<file path="config.mk">
export PLATFORM = sky130hd
export DESIGN_NAME = pipeline_ctrl
export DESIGN_NICKNAME = d
export VERILOG_FILES = /design/src/rtl/pipeline_ctrl.sv
export SDC_FILE = /design/constraint.sdc
export NUM_CORES = 1
export LEC_CHECK = 0
export CORE_MARGIN = 2
export CORE_UTILIZATION = 46
export DETAILED_ROUTE_END_ITERATION = 8
export DONT_BUFFER_PORTS = 1
export PLACE_DENSITY = 0.61
export SLEW_MARGIN = 40
export SYNTH_ARGS = -nofsm -noshare
export SYNTH_HDL_FRONTEND = slang
export SYNTH_SLANG_ARGS = --single-unit
export TNS_END_PERCENT = 30
</file>
<file path="constraint.sdc">
create_clock -name clk -period 2.4 [get_ports clk]
set_input_delay 0.24 -clock clk [delete_from_list [all_inputs] [get_ports clk]]
set_output_delay 0.24 -clock clk [all_outputs]
set_load 0.03 [all_outputs]
</file>
<file path="src/rtl/pipeline_ctrl.sv">
// Pipeline control: priority stall vector, branch redirect/flush handshake toward IF,
// saturating stall-cycle counter and a sticky memory-wait watchdog.
module pipeline_ctrl #(
  parameter int MEM_TIMEOUT = 256,
  parameter int CNT_W       = 32
) (
  input  logic             clk,
  input  logic             rst_n,
  input  logic             stallreq_if,
  input  logic             stallreq_id,
  input  logic             stallreq_ex,
  input  logic             stallreq_mem,
  input  logic             ex_b_flag,
  input  logic [31:0]      ex_b_target,
  input  logic             redirect_ack,
  output logic [5:0]       stall,
  output logic             redirect_valid,
  output logic [31:0]      redirect_pc,
  output logic             flush_if_id,
  output logic             flush_id_ex,
  output logic [CNT_W-1:0] stall_cnt,
  output logic             err_timeout
);

  localparam int WAIT_W = $clog2(MEM_TIMEOUT + 1);

  typedef enum logic {
    S_RUN,
    S_REDIRECT
  } state_t;

  state_t            state_q, state_d;
  logic [31:0]       redirect_pc_q, redirect_pc_d;
  logic [CNT_W-1:0]  stall_cnt_q, stall_cnt_d;
  logic [WAIT_W-1:0] wait_q, wait_d;
  logic              err_q, err_d;
  logic [5:0]        stall_req;
  logic              branch_accept;

  // The most downstream request wins; each one freezes its own stage and everything upstream.
  always_comb begin
    stall_req = 6'b000000;
    if (stallreq_mem)     stall_req = 6'b011111;
    else if (stallreq_ex) stall_req = 6'b001111;
    else if (stallreq_id) stall_req = 6'b000111;
    else if (stallreq_if) stall_req = 6'b000011;
  end

  assign stall         = rst_n ? stall_req : 6'b000000;
  assign branch_accept = ex_b_flag & ~stall_req[3];

  always_comb begin
    state_d       = state_q;
    redirect_pc_d = redirect_pc_q;
    case (state_q)
      S_RUN: begin
        if (branch_accept) begin
          state_d       = S_REDIRECT;
          redirect_pc_d = ex_b_target;
        end
      end
      S_REDIRECT: begin
        // A newer branch supersedes the pending target even when the old one is acked now.
        if (branch_accept) begin
          redirect_pc_d = ex_b_target;
        end else if (redirect_ack) begin
          state_d       = S_RUN;
          redirect_pc_d = 32'h0;
        end
      end
      default: begin
        state_d       = S_RUN;
        redirect_pc_d = 32'h0;
      end
    endcase
  end

  always_comb begin
    stall_cnt_d = stall_cnt_q;
    if ((stall != 6'b000000) && (stall_cnt_q != {CNT_W{1'b1}}))
      stall_cnt_d = stall_cnt_q + CNT_W'(1);

    wait_d = wait_q;
    if (!stallreq_mem)
      wait_d = '0;
    else if (wait_q != WAIT_W'(MEM_TIMEOUT))
      wait_d = wait_q + WAIT_W'(1);

    err_d = err_q | (wait_d == WAIT_W'(MEM_TIMEOUT));
  end

  always_ff @(posedge clk or negedge rst_n) begin
    if (!rst_n) begin
      state_q       <= S_RUN;
      redirect_pc_q <= 32'h0;
      stall_cnt_q   <= '0;
      wait_q        <= '0;
      err_q         <= 1'b0;
    end else begin
      state_q       <= state_d;
      redirect_pc_q <= redirect_pc_d;
      stall_cnt_q   <= stall_cnt_d;
      wait_q        <= wait_d;
      err_q         <= err_d;
    end
  end

  assign redirect_valid = (state_q == S_REDIRECT);
  assign flush_if_id    = (state_q == S_REDIRECT);
  assign flush_id_ex    = (state_q == S_REDIRECT);
  assign redirect_pc    = redirect_pc_q;
  assign stall_cnt      = stall_cnt_q;
  assign err_timeout    = err_q;

endmodule

</file>
== Word level (Yosys, flattened, before mapping) ==
Index checks and enable logic that the tools add are counted.
Word-level totals
  bits in registers: 75
  latch bits: 0
  RAM bits: 0
  memory bits (read-only): 0
  input port bits: 40
  output and inout bits: 74
  word-level logic and storage cells: 34
  memories kept: 0
Cells by class
  add/sub/neg operators: 2
  $mul: 0
  div/mod/pow operators: 0
  $lt $le $gt $ge: 0
  equality and inequality tests: 5
  shift operators: 0
  multiplexer cells: 15
  bitwise operators: 4
  reduce and logical (&&, ||, !) cells: 3
Operators with widths (count)
  $mux 32: 3
  $pmux 32 s2: 1
  $add 32x1->32 const B: 1
  $ne 32x32->1 const B: 1
  $mux 6: 3
  $mux 9: 2
  $add 9x1->9 const B: 1
  $eq 9x9->1 const B: 1
  $ne 9x9->1 const B: 1
  $reduce_bool 6->1: 1
  $mux 1: 3
  $mux 3: 1
  $ne 3x2->1 const B: 1
  $mux 2: 1
  $ne 2x2->1 const B: 1
  $not 1->1: 2
  $pmux 1 s2: 1
  $reduce_and 2->1: 1
  $and 1x1->1: 1
  $logic_and 1x1->1: 1
  $or 1x1->1: 1

== Longest topological paths before layout ==
Gate-level depths: netlist of run 1.
  depth after elaboration: 8
  gate-level depth with buffers: 6
  gate-level depth less buffers: 6

== Worst setup path before layout of run 1 ==
Ideal clock, no wire load.
  kind: reg2reg
  start: register stall_cnt_q[0], in the netlist stall_cnt[0]
  end: register stall_cnt_q[1], in the netlist stall_cnt[1]
  library setup time: 127 ps
  data arrival time: 1851 ps
  data required time: 2273 ps
  path slack: 421 ps
  cell stages (with the launch flop): 6
  buffers on the path: 0
  period minus slack after synthesis: 1979 ps
  path through: dfrtp_1 ha_1 nand4_1 nor4_2 a21oi_1 mux2_1
Between the ends
  longest elaborated chain between the ends: 2
  elaborated cells on any way between the ends: 3
  those cells by class: add/sub: 1; eq/ne: 1; reduce/logical: 1
Ends and longest elaborated chain
  start, declared: line 34  | logic [CNT_W-1:0] stall_cnt_q, stall_cnt_d;
  start signal, assigned: line 102  | stall_cnt_q <= stall_cnt_d;
  parallel branches: the longest is 2 deep, another holds $add 32x1->32
Several ways; the timed one is not identified.
A chain may end at the register's enable or synchronous reset.

== Final worst setup path of run 1 ==
  start: register stall_cnt_q[12], in the netlist stall_cnt[12]
  end: register stall_cnt_q[28], in the netlist stall_cnt[28]
The elaborated chain is that of the path after synthesis.

==> results of run 1 <==
-- area by class of cell --
| class | count | area share |
|---|---|---|
| clock buffer | 10 | 0.03514 |
| clock inverter | 6 | 0.02428 |
| inverter | 5 | 0.004792 |
| multi-input combinational | 184 | 0.3617 |
| sequential | 75 | 0.4792 |
| tap | 99 | 0.03163 |
| timing repair buffer | 30 | 0.06326 |
-- state kept, by name (all words and copies together), names as in the netlist --
register	cells
stall_cnt	32
wait_q	9
flush_id_ex	1
err_timeout	1
redirect_pc	32
-- routing by layer --
metal / routed length, µm / track usage / vias up
met1: 3052 / 0.2339 / 1084
li1: - / - / 1057
met4: 150 / 0.08718 / 0
met5: 0 / 0 / -
met2: 3292 / 0.2809 / 71
met3: 498 / 0.06454 / 13
-- metrics by stage --
step	util	hold WS [ns]	setup WS (ns)	std cells	cell area [µm²]
floorplan	-	-0.05559	0.4213	280	3391
global placement	0.5081	-0.05330	0.4435	391	3646
detailed placement	0.5081	-0.05343	0.4057	391	3646
CTS	0.5458	0.002912	0.3960	409	3916
global route	0.5458	0.003086	0.2611	409	3916
finish	0.5458	0.01944	0.4112	409	3916
-- placed cells by master (no fill, tap or decap), drive strengths merged, types with 3 or more instances in the layout --
master / count
buf: 29
a22o: 32
xnor2: 29
clkbuf: 10
nor2: 9
nand4: 11
nand2: 20
and2: 12
nor3: 5
xor2: 11
ha: 3
and4: 6
inv: 8
nand3: 11
and3: 7
dfrtp: 75
nor4: 3
-- cell families after synthesis --
| kind of cell | Yosys count | share of synthesized area |
|---|---|---|
| buf+inv | 21 | 0.02989 |
| compound gates | 47 | 0.1266 |
| simple gates | 91 | 0.1683 |
| xor+xnor | 40 | 0.1033 |
| mux | 2 | 0.006273 |
| flops | 75 | 0.5535 |
| other cells | 1 | 0.001106 |
| fa+ha+maj | 3 | 0.01107 |
-- report_power, final --
part / internal (µW) / total (µW) / leakage, µW / switching (µW)
combinational: 195 / 493 / 0.000709 / 298
clock: 627 / 1120 / 0.000118 / 492
sequential: 1400 / 1700 / 0.000994 / 297
total: 2220 / 3310 / 0.00182 / 1090
-- final timing paths --
check / startpoint / end / slack [ns] / cells after the start
worst max-delay path: stall_cnt[12] / stall_cnt[28] / 0.41 / 5
worst min-delay path: stallreq_mem / wait_q[5] / 0.02 / 1
worst max register to register: stall_cnt[12] / stall_cnt[28] / 0.41 / 5
worst min register to register: wait_q[2] / wait_q[2] / 0.59 / 1
max in group asynchronous: rst_n / redirect_pc[6] / 1.64 / 2
min in group asynchronous: rst_n / stall_cnt[28] / 0.46 / 2
==> out/results.txt, run 1 <==
Total power: 3308 µW
Fin. max-slew vios: 0
Total core area: 7176 µm²
CTS tree: done
IO buf count: 0
CTS max path bufs: 2
Post-DP HPWL: 4911 µm
Fin crit share: 0.8287
Static leakage: 0.001821 µW
GPL Wtd Cong: 0.7915
Most frequent cell after synthesis: dfrtp_1
Syn nets: 323
CP Launch Type: flip-flop
Slowest CP cell: dfrtp_1
CTS Sinks: 75
Critical-path maximum fanout: 6
CP endpoint kind: flip-flop
Synth cell types: 44
Worst hold path type: primary input to flip-flop
Cts hold-fix bufs: 2
Multi-input gate area: 1416 µm²
Final WL: 6993 µm
Clock skew: 0.01279 ns
Fin crit period: 1.989 ns
Chip height: 89.86 µm
Setup Fix Bufs, Post-CTS: 0
Share of the synthesized area in the top cell type: 0.5535
Post-synth ARST share: 1.000
Power Dens Cells: 844.7 nW/µm²
VDD IR-drop max: 0.5034 mV
CP bufs+invs: 0
Post-synth EDFFs: 0
Number of routed nets with antenna violations: 0
Synth cell count leaders: dfrtp_1, a22o_1, xnor2_1, nand2_1
Area leader, netlist: dfrtp_1
Reg clk slew, reported paths: 0.09 ns
Worst skew pair latency: 0.36 ns
Number of antenna violations at the first check in global routing: 0
YS warnings: 0
Vias in the first global route: 2,344
Post_cts resized: 0
# IOs: 114
Top FF cell, synth: dfrtp_1
Status: completed
Row count: 31
Num CTS Buffers: 9
Post-Syn Instances: 280
Max-cap viol count: 0
Area Overhead vs Synth: 15.50%
Post-synthesis sequential area ratio: 0.5535
Final hold vios: 0
Register bit total from synthesis: 75
Ant. Diodes: 0
Syn avg cell area: 12.11 µm²
Least-Margin Pin Slew: 0.6033 ns
Fillers: 636
CP max stage delay: 0.58 ns
DR vias/cell: 5.440
Drt first pass iters: 4
Die area: 8074 µm²
Cell family with most CP delay: simple AND/OR/NAND/NOR gates
Share of cells above drive strength 1: 0.1968
Register area: 1877 µm²
GR Overflow Total: 0
Initial core utilization: 0.4725
Global-route wire length before repair: 11,720 µm
Post-route DRC: 0
Worst Path Required: 2.65 ns
Arrival @ worst endpoint: 2.24 ns
Chip width: 89.86 µm
DR iter-0 viols: 63
RSZ-0062 raised after global routing: no
# setup viols final: 0
Fmax: 502.8 MHz
Largest net degree at the start of global routing: 76
Mapped Area: 3391 µm²
Crit-path most repeated cell: nand4_1
Synth top area cells: dfrtp_1, a22o_1, xnor2_1
Nets: 348
Type of the worst setup path: flip-flop to flip-flop
Relative slew margins: 0.5964
GRT Total Usage: 0.1834
CP cell instances: nand4_1 -> nor4_4 -> nor4b_4 -> nand4_1 -> xnor2_1
CTS H-tree lvls: 3
Vias: 2,225
Root buffer cell: clkbuf_8
Setup TNS: 0 ns
WL per Instance: 17.10 µm
No activity file was read; power rests on OpenSTA's default activity.
==> run 2: changes to the inputs <==
- clock period: 2.4 -> 2.1 ns (I/O delays scaled with it)
==> out/results.txt, run 2 (synthesis gave the netlist of run 1 again) <==
Post-DP HPWL: 4975 µm
Setup TNS: 0 ns
CP bufs+invs: 0
Number of routed nets with antenna violations: 0
Chip height: 89.86 µm
Arrival @ worst endpoint: 2.05 ns
Vias: 2,434
WL per Instance: 17.56 µm
Nets: 387
IO buf count: 0
Critical-path maximum fanout: 6
CP endpoint kind: flip-flop
Relative slew margins: 0.5485
CTS tree: done
Vias in the first global route: 2,473
Chip width: 89.86 µm
Clock skew: 0.01546 ns
Worst Path Required: 2.33 ns
DR vias/cell: 5.433
Final hold vios: 0
Layout Utilization: 0.5909
GRT Total Usage: 0.2024
Fin crit period: 1.818 ns
Area Overhead vs Synth: 25.06%
CP max stage delay: 0.48 ns
Worst skew pair latency: 0.35 ns
Total core area: 7176 µm²
Initial core utilization: 0.4725
GR Overflow Total: 0
Fin crit share: 0.8659
Ant. Diodes: 0
Max-cap viol count: 0
Drt first pass iters: 4
Final WL: 7867 µm
Placed insts: 400
# setup viols final: 0
Global-route wire length before repair: 13,080 µm
Most common cell after layout, fill and taps aside: dfrtp_1
Die area: 8074 µm²
Status: completed
Slowest CP cell: a211oi_2
Setup Fix Bufs, Post-CTS: 0
RSZ-0062 raised after global routing: no
Fmax: 549.9 MHz
VDD IR-drop max: 0.7634 mV
Number of antenna violations at the first check in global routing: 0
# IOs: 114
CP cell instances: and4_1 -> and4_1 -> a211oi_2 -> nand3_1 -> xnor2_1
Commonest cells after routing, fill and taps aside: dfrtp_1, buf_4, a22o_1
Share of cells above drive strength 1: 0.2006
CTS H-tree lvls: 3
Type of the worst setup path: flip-flop to flip-flop
Least-Margin Pin Slew: 0.6772 ns
CTS Sinks: 75
Post_cts resized: 0
CTS max path bufs: 2
GPL Wtd Cong: 0.7886
Root buffer cell: clkbuf_8
Final cell count without fillers: 448
Fin. max-slew vios: 0
Power Dens Cells: 862.9 nW/µm²
Row count: 31
Post-route DRC: 0
Num CTS Buffers: 9
CP Launch Type: flip-flop
DR iter-0 viols: 84
Cts hold-fix bufs: 28
Largest net degree at the start of global routing: 76
Final std cell area, no fill: 4240 µm²
Cell family with most CP delay: simple AND/OR/NAND/NOR gates
Worst hold path type: primary input to flip-flop
Crit-path most repeated cell: and4_1
Static leakage: 0.001971 µW
Reg clk slew, reported paths: 0.10 ns
DP Area: 3714 µm²
==> run 2: cell count changes in the layout (fill, tap and decap cells not counted) <==
| cell | before | now |
|---|---|---|
| clkbuf_8 | 10 | 9 |
| inv_8 | 0 | 2 |
| clkinvlp_4 | 0 | 1 |
| buf_4 | 28 | 37 |
| bufinv_16 | 2 | 0 |
| dlygate4sd3_1 | 1 | 31 |
==> run 2: power by group <==
group	switching [µW]	internal [µW]
logic	408	284
clock network	608	460
registers	298	1600
==> run 2: final timing paths <==
kind	from	to	slack, ns	cells past startpoint
setup / recovery	stall_cnt[27]	stall_cnt[7]	0.28	5
hold / removal	ex_b_target[26]	redirect_pc[26]	0.02	1
setup reg to reg	stall_cnt[27]	stall_cnt[7]	0.28	5
hold reg to reg	wait_q[2]	wait_q[2]	0.59	1
max in group asynchronous	rst_n	stall_cnt[0]	1.37	2
min in group asynchronous	rst_n	wait_q[3]	0.42	2
==> run 2: per-stage QoR <==
stage	hold slack [ns]	total power, µW	setup slack (ns)
2_1_floorplan	-0.08559	2335	0.1213
3_3_place_gp	-0.08341	2517	0.3193
3_5_place_dp	-0.08347	2528	0.2839
4_1_cts	0.0001637	3688	0.2535
5_1_grt	0.00009193	3837	0.1015
6_report	0.01659	3659	0.2816
==> run 2: layout make-up <==
type	instances	area [µm²]
Timing Repair Buffer	69	615.6
Tap cell	99	123.9
Multi-Input combinational cell	184	1416
Clock inverter	7	65.06
Sequential cell	75	1877
Clock buffer	9	123.9
Inverter	5	18.77
Fill cell	577	2935
==> run 2: metal layers <==
| metal | track usage | part of all wire | vias to the layer above |
|---|---|---|---|
| met2 | 0.3176 | 0.50 | 80 |
| met4 | 0.06154 | 0.014 | 0 |
| li1 | - | - | 1129 |
| met3 | 0.07460 | 0.071 | 10 |
| met5 | 0 | 0 | - |
| met1 | 0.2646 | 0.42 | 1215 |
==> run 2: worst reg2reg max path: cells and delay by family (launching register included) <==
kind             cells  cell delay [ns]
AO/OA/AOI/OAI        1             0.48
AND/OR/NAND/NOR      3             0.68
flip-flops           1             0.39
XOR/XNOR             1             0.15
